--- config.mk ---
export PLATFORM = sky130hd
export DESIGN_NAME = pe_seq_ctrl_flat
export DESIGN_NICKNAME = d
export VERILOG_FILES = /design/src/rtl/pe_seq_ctrl_pkg.sv /design/src/rtl/pe_seq_ctrl_if.sv /design/src/rtl/pe_ctrl_lat_pipe.sv /design/src/rtl/pe_seq_ctrl.sv /design/src/flat_wrapper.sv
export SDC_FILE = /design/constraint.sdc
export NUM_CORES = 1
export LEC_CHECK = 0
export ABC_CLOCK_PERIOD_IN_PS = 3760
export BUFFER_PORTS_ARGS = -buffer_cell sky130_fd_sc_hd__clkbuf_2
export CAP_MARGIN = 20
export CORE_ASPECT_RATIO = 0.9
export CORE_MARGIN = 2
export CORE_UTILIZATION = 51
export CTS_CLUSTER_SIZE = 24
export DETAILED_ROUTE_END_ITERATION = 10
export MAX_ROUTING_LAYER = met4
export PLACE_DENSITY = 0.84
export SLEW_MARGIN = 20
export SYNTH_ARGS = -nofsm -noshare
export SYNTH_HDL_FRONTEND = slang
export SYNTH_SLANG_ARGS = --single-unit
--- constraint.sdc ---
create_clock -name clock -period 3.76 [get_ports clock]
set_clock_uncertainty 0.15 [all_clocks]
set_input_delay 0 -clock clock [delete_from_list [all_inputs] [get_ports clock]]
set_output_delay 0 -clock clock [all_outputs]
set_load 0.05 [all_outputs]
--- src/rtl/pe_seq_ctrl_pkg.sv ---
// Shared constants and types for the PE microcode sequencer.
// Config word layout: ten 2-bit mux selects, two add/sub ops, integer mode, rounding.
package pe_ctrl_pkg;

  localparam int CFG_W       = 26;
  localparam int OP_W        = 32;
  localparam int MSEL_N      = 10;
  localparam int MSEL_W      = 2;
  localparam int ADDSUB0_BIT = 20;
  localparam int ADDSUB1_BIT = 21;
  localparam int USE_INT_BIT = 22;
  localparam int ROUND_LSB   = 23;
  localparam int ROUND_W     = 3;
  localparam int REP_W       = 8;

  typedef enum logic [1:0] {
    IDLE  = 2'd0,
    RUN   = 2'd1,
    DRAIN = 2'd2
  } state_t;

  function automatic logic [MSEL_W-1:0] cfg_msel(input logic [CFG_W-1:0] cfg, input int k);
    return cfg[k*MSEL_W +: MSEL_W];
  endfunction

endpackage

--- src/rtl/pe_seq_ctrl_if.sv ---
// Bus bundle between the sequencer and its host/PE: table writes, program
// control, operand handshake, registered PE config/operands and result tracking.
interface pe_seq_ctrl_if
  import pe_ctrl_pkg::*;
#(
  parameter int AW = 4
);
  logic                 io_cfg_wen;
  logic [AW-1:0]        io_cfg_waddr;
  logic [CFG_W-1:0]     io_cfg_wdata;
  logic                 io_start;
  logic [AW-1:0]        io_first;
  logic [AW-1:0]        io_last;
  logic [REP_W-1:0]     io_repeat;
  logic                 io_busy;
  logic                 io_done;
  logic                 io_in_valid;
  logic                 io_in_ready;
  logic [OP_W-1:0]      io_Xi_0, io_Yi_0, io_Xi_1, io_Yi_1;
  logic [OP_W-1:0]      io_pe_Xi_0, io_pe_Yi_0, io_pe_Xi_1, io_pe_Yi_1;
  logic [MSEL_W-1:0]    io_m_0_sel, io_m_1_sel, io_m_2_sel, io_m_3_sel, io_m_4_sel;
  logic [MSEL_W-1:0]    io_m_5_sel, io_m_6_sel, io_m_7_sel, io_m_8_sel, io_m_9_sel;
  logic                 io_addsub_0_op, io_addsub_1_op, io_use_int;
  logic [ROUND_W-1:0]   io_round;
  logic                 io_out_valid;
  logic [AW-1:0]        io_out_step;

  modport master (
    output io_cfg_wen, io_cfg_waddr, io_cfg_wdata, io_start, io_first, io_last, io_repeat,
           io_in_valid, io_Xi_0, io_Yi_0, io_Xi_1, io_Yi_1,
    input  io_busy, io_done, io_in_ready, io_pe_Xi_0, io_pe_Yi_0, io_pe_Xi_1, io_pe_Yi_1,
           io_m_0_sel, io_m_1_sel, io_m_2_sel, io_m_3_sel, io_m_4_sel,
           io_m_5_sel, io_m_6_sel, io_m_7_sel, io_m_8_sel, io_m_9_sel,
           io_addsub_0_op, io_addsub_1_op, io_use_int, io_round, io_out_valid, io_out_step
  );

  modport slave (
    input  io_cfg_wen, io_cfg_waddr, io_cfg_wdata, io_start, io_first, io_last, io_repeat,
           io_in_valid, io_Xi_0, io_Yi_0, io_Xi_1, io_Yi_1,
    output io_busy, io_done, io_in_ready, io_pe_Xi_0, io_pe_Yi_0, io_pe_Xi_1, io_pe_Yi_1,
           io_m_0_sel, io_m_1_sel, io_m_2_sel, io_m_3_sel, io_m_4_sel,
           io_m_5_sel, io_m_6_sel, io_m_7_sel, io_m_8_sel, io_m_9_sel,
           io_addsub_0_op, io_addsub_1_op, io_use_int, io_round, io_out_valid, io_out_step
  );

endinterface

--- src/rtl/pe_ctrl_lat_pipe.sv ---
// Fixed-latency delay line of {valid, step} mirroring the PE pipeline depth.
// Output is the last stage; empty means nothing is in flight anywhere.
module pe_ctrl_lat_pipe #(
  parameter int AW  = 4,
  parameter int LAT = 3
) (
  input  logic          clock,
  input  logic          reset,
  input  logic          push,
  input  logic [AW-1:0] push_step,
  output logic          out_valid,
  output logic [AW-1:0] out_step,
  output logic          empty
);

  logic [LAT-1:0] vld_q, vld_d;
  logic [AW-1:0]  step_q [LAT];
  logic [AW-1:0]  step_d [LAT];

  always_comb begin
    vld_d[0]  = push;
    step_d[0] = push ? push_step : '0;
    for (int i = 1; i < LAT; i++) begin
      vld_d[i]  = vld_q[i-1];
      step_d[i] = step_q[i-1];
    end
  end

  always_ff @(posedge clock) begin
    if (reset) begin
      vld_q <= '0;
      for (int i = 0; i < LAT; i++) step_q[i] <= '0;
    end else begin
      vld_q  <= vld_d;
      step_q <= step_d;
    end
  end

  assign out_valid = vld_q[LAT-1];
  assign out_step  = step_q[LAT-1];
  assign empty     = ~|vld_q;

endmodule

--- src/rtl/pe_seq_ctrl.sv ---
// Microcoded sequencer: steps a range of config-table entries, one per accepted
// operand set, registering config and operands together for the PE.
//
// state | meaning
// IDLE  | waiting for start; table writable
// RUN   | issuing one table entry per operand handshake
// DRAIN | all steps issued; waiting for the last result to retire
module pe_seq_ctrl
  import pe_ctrl_pkg::*;
#(
  parameter int DEPTH = 16,
  parameter int LAT   = 3
) (
  input logic          clock,
  input logic          reset,
  pe_seq_ctrl_if.slave io
);

  localparam int AW = $clog2(DEPTH);

  state_t            state_q, state_d;
  logic [AW-1:0]     ptr_q, ptr_d, first_q, first_d, last_q, last_d;
  logic [REP_W-1:0]  rep_q, rep_d;
  logic [CFG_W-1:0]  cfg_q, cfg_d;
  logic [OP_W-1:0]   x0_q, x0_d, y0_q, y0_d, x1_q, x1_d, y1_q, y1_d;
  logic [CFG_W-1:0]  tbl_q [DEPTH];

  logic in_ready, busy, done;
  logic hs, start_ok, tbl_we, at_last, lat_empty;

  // state register
  always_ff @(posedge clock) begin
    if (reset) state_q <= IDLE;
    else       state_q <= state_d;
  end

  assign hs       = io.io_in_valid && in_ready;
  assign at_last  = (ptr_q == last_q);
  // The done cycle already counts as idle, so a new program may start there.
  assign start_ok = io.io_start && (io.io_first <= io.io_last) && ((state_q == IDLE) || done);
  assign tbl_we   = io.io_cfg_wen && !busy;

  // next-state logic
  always_comb begin
    state_d = state_q;
    case (state_q)
      IDLE:    if (start_ok) state_d = RUN;
      RUN:     if (hs && at_last && (rep_q == '0)) state_d = DRAIN;
      DRAIN:   if (lat_empty) state_d = start_ok ? RUN : IDLE;
      default: state_d = IDLE;
    endcase
  end

  // output logic
  always_comb begin
    in_ready = (state_q == RUN);
    done     = (state_q == DRAIN) && lat_empty;
    busy     = (state_q == RUN) || ((state_q == DRAIN) && !lat_empty);
  end

  always_comb begin
    ptr_d   = ptr_q;
    first_d = first_q;
    last_d  = last_q;
    rep_d   = rep_q;
    if (start_ok) begin
      ptr_d   = io.io_first;
      first_d = io.io_first;
      last_d  = io.io_last;
      rep_d   = io.io_repeat;
    end else if (hs) begin
      if (!at_last) begin
        ptr_d = ptr_q + 1'b1;
      end else if (rep_q != '0) begin
        ptr_d = first_q;
        rep_d = rep_q - 1'b1;
      end
    end
  end

  always_comb begin
    cfg_d = cfg_q;
    x0_d  = x0_q;
    y0_d  = y0_q;
    x1_d  = x1_q;
    y1_d  = y1_q;
    if (hs) begin
      cfg_d = tbl_q[ptr_q];
      x0_d  = io.io_Xi_0;
      y0_d  = io.io_Yi_0;
      x1_d  = io.io_Xi_1;
      y1_d  = io.io_Yi_1;
    end
  end

  always_ff @(posedge clock) begin
    if (reset) begin
      ptr_q   <= '0;
      first_q <= '0;
      last_q  <= '0;
      rep_q   <= '0;
      cfg_q   <= '0;
      x0_q    <= '0;
      y0_q    <= '0;
      x1_q    <= '0;
      y1_q    <= '0;
    end else begin
      ptr_q   <= ptr_d;
      first_q <= first_d;
      last_q  <= last_d;
      rep_q   <= rep_d;
      cfg_q   <= cfg_d;
      x0_q    <= x0_d;
      y0_q    <= y0_d;
      x1_q    <= x1_d;
      y1_q    <= y1_d;
    end
  end

  // Table survives reset so a program can be rerun after an abort.
  always_ff @(posedge clock) begin
    if (tbl_we) tbl_q[io.io_cfg_waddr] <= io.io_cfg_wdata;
  end

  pe_ctrl_lat_pipe #(
    .AW  (AW),
    .LAT (LAT)
  ) u_lat_pipe (
    .clock     (clock),
    .reset     (reset),
    .push      (hs),
    .push_step (ptr_q),
    .out_valid (io.io_out_valid),
    .out_step  (io.io_out_step),
    .empty     (lat_empty)
  );

  assign io.io_busy     = busy;
  assign io.io_done     = done;
  assign io.io_in_ready = in_ready;

  assign io.io_pe_Xi_0 = x0_q;
  assign io.io_pe_Yi_0 = y0_q;
  assign io.io_pe_Xi_1 = x1_q;
  assign io.io_pe_Yi_1 = y1_q;

  assign io.io_m_0_sel     = cfg_msel(cfg_q, 0);
  assign io.io_m_1_sel     = cfg_msel(cfg_q, 1);
  assign io.io_m_2_sel     = cfg_msel(cfg_q, 2);
  assign io.io_m_3_sel     = cfg_msel(cfg_q, 3);
  assign io.io_m_4_sel     = cfg_msel(cfg_q, 4);
  assign io.io_m_5_sel     = cfg_msel(cfg_q, 5);
  assign io.io_m_6_sel     = cfg_msel(cfg_q, 6);
  assign io.io_m_7_sel     = cfg_msel(cfg_q, 7);
  assign io.io_m_8_sel     = cfg_msel(cfg_q, 8);
  assign io.io_m_9_sel     = cfg_msel(cfg_q, MSEL_N-1);
  assign io.io_addsub_0_op = cfg_q[ADDSUB0_BIT];
  assign io.io_addsub_1_op = cfg_q[ADDSUB1_BIT];
  assign io.io_use_int     = cfg_q[USE_INT_BIT];
  assign io.io_round       = cfg_q[ROUND_LSB +: ROUND_W];

endmodule

--- src/flat_wrapper.sv ---
// flat-port wrapper written by rule: the top's interface ports become plain ports
module pe_seq_ctrl_flat import pe_ctrl_pkg::*;
#(
  parameter int DEPTH = 16,
  parameter int LAT   = 3
)
  (clock, reset, io_io_cfg_wen, io_io_cfg_waddr, io_io_cfg_wdata, io_io_start, io_io_first, io_io_last, io_io_repeat, io_io_in_valid, io_io_Xi_0, io_io_Yi_0, io_io_Xi_1, io_io_Yi_1, io_io_busy, io_io_done, io_io_in_ready, io_io_pe_Xi_0, io_io_pe_Yi_0, io_io_pe_Xi_1, io_io_pe_Yi_1, io_io_m_0_sel, io_io_m_1_sel, io_io_m_2_sel, io_io_m_3_sel, io_io_m_4_sel, io_io_m_5_sel, io_io_m_6_sel, io_io_m_7_sel, io_io_m_8_sel, io_io_m_9_sel, io_io_addsub_0_op, io_io_addsub_1_op, io_io_use_int, io_io_round, io_io_out_valid, io_io_out_step);
  pe_seq_ctrl_if #(.AW(4)) io_i ();
  input logic clock;
  input logic reset;
  input wire logic [$bits(io_i.io_cfg_wen)-1:0] io_io_cfg_wen;
  input wire logic [$bits(io_i.io_cfg_waddr)-1:0] io_io_cfg_waddr;
  input wire logic [$bits(io_i.io_cfg_wdata)-1:0] io_io_cfg_wdata;
  input wire logic [$bits(io_i.io_start)-1:0] io_io_start;
  input wire logic [$bits(io_i.io_first)-1:0] io_io_first;
  input wire logic [$bits(io_i.io_last)-1:0] io_io_last;
  input wire logic [$bits(io_i.io_repeat)-1:0] io_io_repeat;
  input wire logic [$bits(io_i.io_in_valid)-1:0] io_io_in_valid;
  input wire logic [$bits(io_i.io_Xi_0)-1:0] io_io_Xi_0;
  input wire logic [$bits(io_i.io_Yi_0)-1:0] io_io_Yi_0;
  input wire logic [$bits(io_i.io_Xi_1)-1:0] io_io_Xi_1;
  input wire logic [$bits(io_i.io_Yi_1)-1:0] io_io_Yi_1;
  output wire logic [$bits(io_i.io_busy)-1:0] io_io_busy;
  output wire logic [$bits(io_i.io_done)-1:0] io_io_done;
  output wire logic [$bits(io_i.io_in_ready)-1:0] io_io_in_ready;
  output wire logic [$bits(io_i.io_pe_Xi_0)-1:0] io_io_pe_Xi_0;
  output wire logic [$bits(io_i.io_pe_Yi_0)-1:0] io_io_pe_Yi_0;
  output wire logic [$bits(io_i.io_pe_Xi_1)-1:0] io_io_pe_Xi_1;
  output wire logic [$bits(io_i.io_pe_Yi_1)-1:0] io_io_pe_Yi_1;
  output wire logic [$bits(io_i.io_m_0_sel)-1:0] io_io_m_0_sel;
  output wire logic [$bits(io_i.io_m_1_sel)-1:0] io_io_m_1_sel;
  output wire logic [$bits(io_i.io_m_2_sel)-1:0] io_io_m_2_sel;
  output wire logic [$bits(io_i.io_m_3_sel)-1:0] io_io_m_3_sel;
  output wire logic [$bits(io_i.io_m_4_sel)-1:0] io_io_m_4_sel;
  output wire logic [$bits(io_i.io_m_5_sel)-1:0] io_io_m_5_sel;
  output wire logic [$bits(io_i.io_m_6_sel)-1:0] io_io_m_6_sel;
  output wire logic [$bits(io_i.io_m_7_sel)-1:0] io_io_m_7_sel;
  output wire logic [$bits(io_i.io_m_8_sel)-1:0] io_io_m_8_sel;
  output wire logic [$bits(io_i.io_m_9_sel)-1:0] io_io_m_9_sel;
  output wire logic [$bits(io_i.io_addsub_0_op)-1:0] io_io_addsub_0_op;
  output wire logic [$bits(io_i.io_addsub_1_op)-1:0] io_io_addsub_1_op;
  output wire logic [$bits(io_i.io_use_int)-1:0] io_io_use_int;
  output wire logic [$bits(io_i.io_round)-1:0] io_io_round;
  output wire logic [$bits(io_i.io_out_valid)-1:0] io_io_out_valid;
  output wire logic [$bits(io_i.io_out_step)-1:0] io_io_out_step;
  assign io_i.io_cfg_wen = io_io_cfg_wen;
  assign io_i.io_cfg_waddr = io_io_cfg_waddr;
  assign io_i.io_cfg_wdata = io_io_cfg_wdata;
  assign io_i.io_start = io_io_start;
  assign io_i.io_first = io_io_first;
  assign io_i.io_last = io_io_last;
  assign io_i.io_repeat = io_io_repeat;
  assign io_i.io_in_valid = io_io_in_valid;
  assign io_i.io_Xi_0 = io_io_Xi_0;
  assign io_i.io_Yi_0 = io_io_Yi_0;
  assign io_i.io_Xi_1 = io_io_Xi_1;
  assign io_i.io_Yi_1 = io_io_Yi_1;
  assign io_io_busy = io_i.io_busy;
  assign io_io_done = io_i.io_done;
  assign io_io_in_ready = io_i.io_in_ready;
  assign io_io_pe_Xi_0 = io_i.io_pe_Xi_0;
  assign io_io_pe_Yi_0 = io_i.io_pe_Yi_0;
  assign io_io_pe_Xi_1 = io_i.io_pe_Xi_1;
  assign io_io_pe_Yi_1 = io_i.io_pe_Yi_1;
  assign io_io_m_0_sel = io_i.io_m_0_sel;
  assign io_io_m_1_sel = io_i.io_m_1_sel;
  assign io_io_m_2_sel = io_i.io_m_2_sel;
  assign io_io_m_3_sel = io_i.io_m_3_sel;
  assign io_io_m_4_sel = io_i.io_m_4_sel;
  assign io_io_m_5_sel = io_i.io_m_5_sel;
  assign io_io_m_6_sel = io_i.io_m_6_sel;
  assign io_io_m_7_sel = io_i.io_m_7_sel;
  assign io_io_m_8_sel = io_i.io_m_8_sel;
  assign io_io_m_9_sel = io_i.io_m_9_sel;
  assign io_io_addsub_0_op = io_i.io_addsub_0_op;
  assign io_io_addsub_1_op = io_i.io_addsub_1_op;
  assign io_io_use_int = io_i.io_use_int;
  assign io_io_round = io_i.io_round;
  assign io_io_out_valid = io_i.io_out_valid;
  assign io_io_out_step = io_i.io_out_step;
  pe_seq_ctrl #(.DEPTH(DEPTH), .LAT(LAT)) u_core (.clock(clock), .reset(reset), .io(io_i));
endmodule
# ---- After elaboration in Yosys (flattened, before gate mapping)
# Memories as Yosys holds them, arrays and structs flattened. A register that Yosys moved wholly into a read port is not among the register bits.
# Cells that the tools add are included.
# W data, S select, Z words.
dict set report word_totals {
  mem_bits_ro 0
  out_inout_bits 162
  latch_bits 0
  n_memories 1
  word_cells 63
  regBits 165
  input_bits 179
  ram_bits 416
}
dict set report op_classes {
  add_sub_neg 2
  n_reduce_logical 23
  n_div 0
  magnitude_cmp 1
  bitwise 1
  shift 0
  eq_ne 7
  n_mux 15
  multipliers 0
}
# memory words width read_ports rd_ports_with_merged_regs wr line_no
set mem_list {}
lappend mem_list {u_core.tbl_q 16 26 1 1 1 pe_seq_ctrl.sv:26} ;# logic [CFG_W-1:0] tbl_q [DEPTH];
# op count
set op_table {}
lappend op_table {{$mux W8} 4}
lappend op_table {{$mux W4} 4}
lappend op_table {{$logic_and A1 B1 Y1} 8}
lappend op_table {{$logic_not A8 Y1} 1}
lappend op_table {{$reduce_bool A8 Y1} 1}
lappend op_table {{$sub A8 B1 Y8 const B} 1}
lappend op_table {{$mux W2} 3}
lappend op_table {{$pmux W2 S3} 1}
lappend op_table {{$reduce_and A3 Y1} 2}
lappend op_table {{$reduce_bool A2 Y1} 3}
lappend op_table {{$add A4 B1 Y4 const B} 1}
lappend op_table {{$eq A4 B4 Y1} 1}
lappend op_table {{$le A4 B4 Y1} 1}
lappend op_table {{$ne A2 B2 Y1 const B} 2}
lappend op_table {{$mux W1} 3}
lappend op_table {{$ne A3 B2 Y1 const B} 1}
lappend op_table {{$reduce_or A3 Y1} 1}
lappend op_table {{$eq A2 B1 Y1 const B} 1}
lappend op_table {{$eq A2 B2 Y1 const B} 1}
lappend op_table {{$logic_not A1 Y1} 2}
lappend op_table {{$logic_not A2 Y1} 1}
lappend op_table {{$logic_or A1 B1 Y1} 2}
lappend op_table {{$ne A2 B1 Y1 const B} 1}
lappend op_table {{$reduce_and A2 Y1} 1}
lappend op_table {{other kinds (2)} 2}

# ---- Longest topological paths before layout
# Gate-level depths: netlist of run 1.
dict set report logic_depth {
  word_depth 8
  mapped_depth 10
  mapped_depth_nobuf 8
}

# ---- Cells and area by module
# From an unflattened synthesis of run 1, not the netlist that was laid out.
dict set report unflattened {
  hier_cells 1490
  area_unflattened_um2 22600.4
}
# module seq_area_each_um2 instances cells_each area_per_inst_um2
set by_module_without_submodules {}
lappend by_module_without_submodules {pe_seq_ctrl 16015.4 1 1458 22161.3}
lappend by_module_without_submodules {pe_ctrl_lat_pipe 300.3 1 32 439.2}

# ---- Worst setup path before layout of run 1
# Ideal clock, no wire load.
dict set report synth_path {
  kind {register -> register}
  from {register u_core.u_lat_pipe.vld_q[2]}
  to {memory u_core.tbl_q[0][0], enable pin}
  path_stages_with_launch 6
  required_time_ns 3.168
  synth_period_minus_slack_ns 3.978
  arrival_time_ns 3.387
  n_path_buf 0
  path_slack_ns -0.218
  path_cell_list {dfxtp_1 or3_1 a21oi_1 nand2_1 or3_1 nor3_1}
}
dict set report synth_between {
  elab_chain_cells 7
}
# item line_no
set synth_lines {}
lappend synth_lines {{start, declared} pe_ctrl_lat_pipe.sv:16} ;# logic [LAT-1:0] vld_q, vld_d;
lappend synth_lines {{start signal, assigned} pe_ctrl_lat_pipe.sv:34} ;# vld_q <= vld_d;
lappend synth_lines {{$reduce_or A3 Y1} pe_ctrl_lat_pipe.sv:41} ;# assign empty = ~|vld_q;
lappend synth_lines {{$logic_and A1 B1 Y1} pe_seq_ctrl.sv:58} ;# busy = (state_q == RUN) || ((state_q == DRAIN) && !lat_empty);
lappend synth_lines {{$logic_or A1 B1 Y1} pe_seq_ctrl.sv:58}
lappend synth_lines {{$logic_not A1 Y1} pe_seq_ctrl.sv:41} ;# assign tbl_we = io.io_cfg_wen && !busy;
lappend synth_lines {{$logic_and A1 B1 Y1} pe_seq_ctrl.sv:41}
lappend synth_lines {{$mux W1} pe_seq_ctrl.sv:122} ;# if (tbl_we) tbl_q[io.io_cfg_waddr] <= io.io_cfg_wdata;
lappend synth_lines {{$mux W1 (implied by the code)} pe_seq_ctrl.sv:122}
lappend synth_lines {{end, declared} pe_seq_ctrl.sv:26}
# No other way between the ends.

# ---- Final worst setup path of run 1
dict set report layout_path {
  from {register u_core.rep_q[3]}
  to {register u_core.rep_q[0]}
}
dict set report layout_between {
  elab_chain_cells 3
}
# item line_no
set layout_lines {}
lappend layout_lines {{start, declared} pe_seq_ctrl.sv:23} ;# logic [REP_W-1:0] rep_q, rep_d;
lappend layout_lines {{start signal, assigned} pe_seq_ctrl.sv:111} ;# rep_q <= rep_d;
lappend layout_lines {{$reduce_bool A8 Y1} pe_seq_ctrl.sv:74} ;# end else if (rep_q != '0) begin
lappend layout_lines {{$reduce_bool A2 Y1 (no source line)} -}
lappend layout_lines {{$reduce_and A3 Y1 (no source line)} -}
# No other way between the ends.
# A chain may end at the register's enable or synchronous reset.

==> results of run 1 <==
## state kept, by name, indices dropped and copies added (netlist names)
register and cells:
u_core.io.io_pe_Xi_1 32, u_core.io.io_pe_Yi_1 32, u_core.first_q 4, u_core.u_lat_pipe.step_d 8, u_core.cfg_q 26, u_core.rep_q 8, u_core.u_lat_pipe.out_step 4, u_core.ptr_q 4
u_core.last_q 4, u_core.state_q 2, u_core.io.io_pe_Yi_0 32, u_core.io.io_pe_Xi_0 32, u_core.tbl_q 416, u_core.u_lat_pipe.vld_q 3
## power breakdown
part           leakage, nW  total (mW)  internal (mW)  switching (mW)
Sequential            5.31        7.43           7.30           0.129
Clock                0.927        5.82           3.33            2.49
Combinational         4.61        2.08          0.754            1.32
## synthesized netlist by cell type (all sizes together), types with 12 or more instances
library cell  instances  share of area [%]
nor2                 56               0.91
a21oi               206                4.5
o211ai               23               0.75
buf                  23               0.48
mux4                 12                1.2
a221oi               33                1.3
nor2b                16               0.43
dfxtp               191                 17
o22ai                20               0.54
edfxtp              416                 54
mux2                 60                2.9
mux2i               124                5.4
a221o                20               0.87
clkbuf               94                1.5
o21ai                32               0.70
nand2               306                5.0
## worst max-delay path by stage
stage,end,slack [ps],cells past startpoint
global route,u_core.rep_q[0],20,8
detailed placement,u_core.cfg_q[25],1150,6
CTS,u_core.rep_q[0],220,8
finish,u_core.rep_q[0],60,8
global placement,u_core.tbl_q[0][16],1190,6
floorplan,u_core.tbl_q[12][0],50,4
## timing repair
| item | in CTS | in global routing |
|---|---|---|
| hold buffers | 256 | 0 |
| setup endpoints to repair | 0 | 1 |
| resized for setup | 0 | 1 |
| endpoints found under the hold margin | 663 | 0 |
## worst reg2reg max path, delay by kind of cell (launching register included)
kind	cells	cell delay, ps
compound gates	2	300
buf+inv	2	1190
simple gates	4	1630
flops	1	390
## cells by family after synthesis
kind of cell / Yosys count
simple gates: 417
flops: 607
buf+inv: 126
compound gates: 357
fa+ha+maj: 7
mux: 196
xor+xnor: 7
## per-layer routing
metal,track usage [%],vias up,part of all wire [%]
met5,-,-,0
li1,-,7525,-
met3,8.495,392,10
met2,49.26,1295,48
met1,34.97,8585,36
met4,17.11,0,5.8
## area by class of cell
class / count / area, um2
antenna: 8 / 20.02
fill: 2807 / 14400
inverter: 9 / 33.78
clock inverter: 27 / 251.5
multi-input combinational: 984 / 6316
clock buffer: 80 / 1644
timing repair buffer: 637 / 4646
tap: 600 / 750.7
sequential: 607 / 16320
## stage by stage
step	util, %	power, mW	hold WS [ps]	area (um2)	std cells
finish	67.55	15.32	32.88	29990	2952
global placement	57.40	9.229	72.84	25480	2580
detailed placement	57.40	9.280	80.51	25480	2580
CTS	67.45	15.21	1.053	29940	2943
global route	67.55	15.73	38.78	29990	2952
floorplan	-	8.708	-51.13	23050	1717
==> out/qor.yml, run 1 <==
outcome: "complete, no violations"
cts_setup_buffers: 0
worst_pin_slew_ps: 1072
critPathLaunchType: "flip-flop"
timing.rr.start: "u_core.rep_q[3]"
hp-class: "primary input to flip-flop"
ys_warn_count: 0
cellPowerDensity_nw_per_um2: 511.0
worst_path_most_repeated_cell: "dlygate4sd3_1"
reg2reg_to: "u_core.rep_q[0]"
avgRoutedWirePerCell_um: 24.21
cts_tree: "yes"
synth_edf_count: 416
row_count: 73
synthArstFlopShare_pct: 0
drtIter0Drc: 2248
core_area_um2: 44390
maxSlewHeadroom_pct: 28.52
period_share_pct: 98.45
maxCapViolCount: 0
worstPathArrival_ps: 4110
cts.sinks: 607
drcViolationCount: 0
num_vias: 17800
die_area_um2: 46890
worstPathMaxFanout: 7
slowest_delay_ps: 620
slowest_stage: "dlygate4sd3_1"
via_per_inst: 6.029
rsz0062_at_grt: "false"
leakage_nw: 10.84
grt_max_degree: 165
report.final.slew_viol_count: 0
layout_setup_ws_ps: 58.21
initial_core_util_pct: 51.89
mostFrequentLayoutCell: "edfxtp_1"
syn_avg_cell_area_um2: 13.42
synth_simple_gate_area_share_pct: 7.436
min-delay-start: "io_io_Yi_0[23]"
cp-end-kind: "flip-flop"
crit_family: "simple AND/OR/NAND/NOR gates"
finalNetCount: 2482
die_h_um: 205.6
reg2reg_depth: 8
synth_ff_type: "edfxtp_1"
grt_overflow_total: 0
io_buffer_count: 340
crit_type: "flip-flop to flip-flop"
antenna_found_initial: 6
setup_viol: 0
io_pins: 341
wl_um: 71460
fmax_ghz: 0.2701
dr.pass1.iters: 9
most-common-layout-cells: "edfxtp_1, clkbuf_2, nand2_1"
syn_nets: 1903
cts.root.buffer_cell: "clkbuf_16"
ys_seq_area_share_pct: 70.83
required_ps: 4160
grt_pass1_wl_um: 106100
cts_buffer_depth: 3
layout_min_cycle_time_ps: 3702
clkTransAtPathRegs_ps: 70
synth_compound_area_share_pct: 9.440
worstHoldEndpoint: "u_core.io.io_pe_Yi_0[23]"
synthMuxAreaShare_pct: 9.494
synth_top_family_by_area: "multiplexers"
grt_pass1_vias: 17960
hpwl_um: 36440
drive_above_1_share_pct: 24.57
gp_congestion: 0.9281
r2r_setup_slack_ps: 60
min_path_cells: 4
netlist-cell-type-count: 49
die_w_um: 228.0
syn-cell-area_um2: 23040
grt_use_total_pct: 30.63
path_cells: "or4_4 > or4b_4 > and3_2 > a21oi_1 > a221oi_1 > dlygate4sd3_1 > nor2_1 > dlygate4sd3_1"
synthCells: 1717
worst_skew_pair.late_latency_ps: 610
synth_fa_ha_area_share_pct: 0.3802
crit_path_start: "u_core.rep_q[3]"
worst-path-buf-inv: 2
area_growth_pct: 30.17
ir_drop_mv: 0.4487
synth_seq_cells: 607
setup_tns_ps: 0
h-tree-depth: 2
hold_viol_final: 0
cts-buffers-inserted: 57
place_ws_ps: 1146
synth_xor_xnor_area_share_pct: 0.2661
ant_nets: 0
No activity file was read; power rests on OpenSTA's default activity.
==> inputs of run 2 (changes only) <==
--- a/config.mk
+++ b/config.mk
@@ -15,6 +15,7 @@
 export DETAILED_ROUTE_END_ITERATION = 10
 export MAX_ROUTING_LAYER = met4
 export PLACE_DENSITY = 0.84
+export RECOVER_POWER = 25
 export SLEW_MARGIN = 20
 export SYNTH_ARGS = -nofsm -noshare
 export SYNTH_HDL_FRONTEND = slang
==> out/qor.yml, run 2 (synthesis results as in run 1) <==
power_frac_seq_pct: 48.5  # about the same
outcome: "complete, no violations"
hpwl_um: 36440  # unchanged
worstHoldEndpoint: "u_core.io.io_pe_Yi_0[23]"
via_per_inst: 6.029  # about the same
drcViolationCount: 0  # unchanged
p_comb_share_pct: 13.5  # about the same
report.final.slew_viol_count: 0  # unchanged
h-tree-depth: 2  # unchanged
leakage_nw: 10.78  # -0.52%
gp_congestion: 0.9281  # unchanged
cp-end-kind: "flip-flop"
r2r_setup_slack_ps: 70  # about the same
initial_core_util_pct: 51.89  # unchanged
clkPwrFrac_pct: 38.0  # about the same
core_area_um2: 44390  # unchanged
cts_buffer_depth: 3  # unchanged
rsz0062_at_grt: "false"
wl_um: 71410  # about the same
required_ps: 4160  # about the same
top_register: "u_core.tbl_q"
place_ws_ps: 1146  # unchanged
worstPathMaxFanout: 7  # unchanged
internal_power_mw: 11.37  # about the same
grt_overflow_total: 0  # unchanged
io_buffer_count: 340  # unchanged
crit_type: "flip-flop to flip-flop"
hold_viol_final: 0  # unchanged
worst_pin_slew_ps: 1071  # -1.717 ps
grt_pass1_wl_um: 106100  # unchanged
drive_above_1_share_pct: 23.76  # -0.81 points
fmax_ghz: 0.2710  # +0.33%
reg2reg_depth: 8  # unchanged
cts.sinks: 607  # unchanged
io_pins: 341  # unchanged
largest_reg_flops: 416  # unchanged
ir_drop_mv: 0.4454  # -0.75%
reg2reg_to: "u_core.rep_q[0]"
area_growth_pct: 30.07  # about the same
avgRoutedWirePerCell_um: 24.19  # about the same
grt_pass1_vias: 17960  # unchanged
dp_cells: 2580  # unchanged
die_w_um: 228.0  # unchanged
die_h_um: 205.6  # unchanged
num_vias: 17800  # +0.011%
mostFrequentLayoutCell: "edfxtp_1"
grt_max_degree: 165  # unchanged
period_share_pct: 98.12  # -0.33 points
die_area_um2: 46890  # unchanged
antenna_found_initial: 6  # unchanged
hp-class: "primary input to flip-flop"
row_count: 73  # unchanged
cts.root.buffer_cell: "clkbuf_16"
layout_min_cycle_time_ps: 3689  # -12.31 ps
ant_nets: 0  # unchanged
most-common-layout-cells: "edfxtp_1, clkbuf_2, nand2_1"
grt_use_total_pct: 30.63  # unchanged
layout_setup_ws_ps: 70.52  # +12.31 ps
cts_setup_buffers: 0  # unchanged
maxSlewHeadroom_pct: 28.63  # +0.11 points
min_path_cells: 4  # unchanged
timing.rr.start: "u_core.rep_q[3]"
cts_tree: "yes"
setup_tns_ps: 0  # unchanged
setup_viol: 0  # unchanged
drtIter0Drc: 2251  # +0.13%
cellPowerDensity_nw_per_um2: 511.4  # about the same
dr.pass1.iters: 9  # unchanged
maxCapViolCount: 0  # unchanged
cts-buffers-inserted: 57  # unchanged
critPathLaunchType: "flip-flop"
finalNetCount: 2482  # unchanged
switching_share_pct: 25.77  # about the same
worstPathArrival_ps: 4090  # -20 ps
layoutNonFillerInstCount: 2952  # unchanged
power_mw: 15.32  # about the same
fin_util_pct: 67.50  # about the same
worst_skew_pair.late_latency_ps: 610  # about the same
min-delay-start: "io_io_Yi_0[23]"
clkTransAtPathRegs_ps: 70  # about the same
switching_power_mw: 3.949  # about the same
==> run 2: cell counts in the layout (fill, tap and decap cells not counted) <==
Identical to the previous run, type by type.
==> run 2: metrics by stage <==
stage                     hold slack, ps  instance area [um2]
after floorplan                   -51.13                23050
after global placement             72.84                25480
after detailed placement           80.51                25480
after CTS                          1.053                29940
after global routing               38.78                29960
final                              29.69                29960
==> run 2: layout make-up <==
class,count,area (um2)
clock inverter,27,251.5
antenna,8,20.02
inverter,9,33.78
timing repair buffer,637,4622
tap,600,750.7
fill,2818,14430
clock buffer,80,1644
multi-input combinational,984,6316
sequential,607,16320
==> run 2: repair_timing <==
item                                    in CTS  in global routing
endpoints found under the hold margin      663                  0
hold buffers                               256                  0
resized for setup                            0                  1
endpoints found under the setup margin       0                  1
==> run 2: layer usage <==
metal | wire length [um] | vias up | GRT usage [%]
li1 | - | 7522 | -
met1 | 26080 | 8607 | 34.97
met2 | 34190 | 1276 | 49.26
met3 | 6956 | 394 | 8.495
met4 | 4184 | 0 | 17.11
met5 | 0 | - | -
==> run 2: worst max path at each step <==
stage	start	slack, ps	to	cells after the start
after floorplan	u_core.u_lat_pipe.vld_q[2]	50	u_core.tbl_q[12][0]	4
after global placement	u_core.u_lat_pipe.vld_q[1]	1190	u_core.tbl_q[0][16]	6
after detailed placement	u_core.state_q[0]	1150	u_core.cfg_q[25]	6
after CTS	u_core.rep_q[3]	220	u_core.rep_q[0]	8
after global routing	u_core.rep_q[3]	20	u_core.rep_q[0]	8
final	u_core.rep_q[3]	70	u_core.rep_q[0]	8
==> run 2: power by group through the flow <==
stage	Sequential, mW	Clock, mW	Combinational (mW)
finish	7.43	5.82	2.07
detailed placement	7.55	0	1.73
floorplan	7.78	0	0.926
CTS	7.41	5.84	1.97
global placement	7.54	0	1.69
global route	7.43	6.11	2.18
==> run 2: worst max-delay path: stages (launching register included) <==
cell and delay (ps):
dfxtp_1 390, or4_4 580, or4b_4 590, and3_2 320, a21oi_1 190, a221oi_1 110
dlygate4sd3_1 610, nor2_1 140, dlygate4sd3_1 570
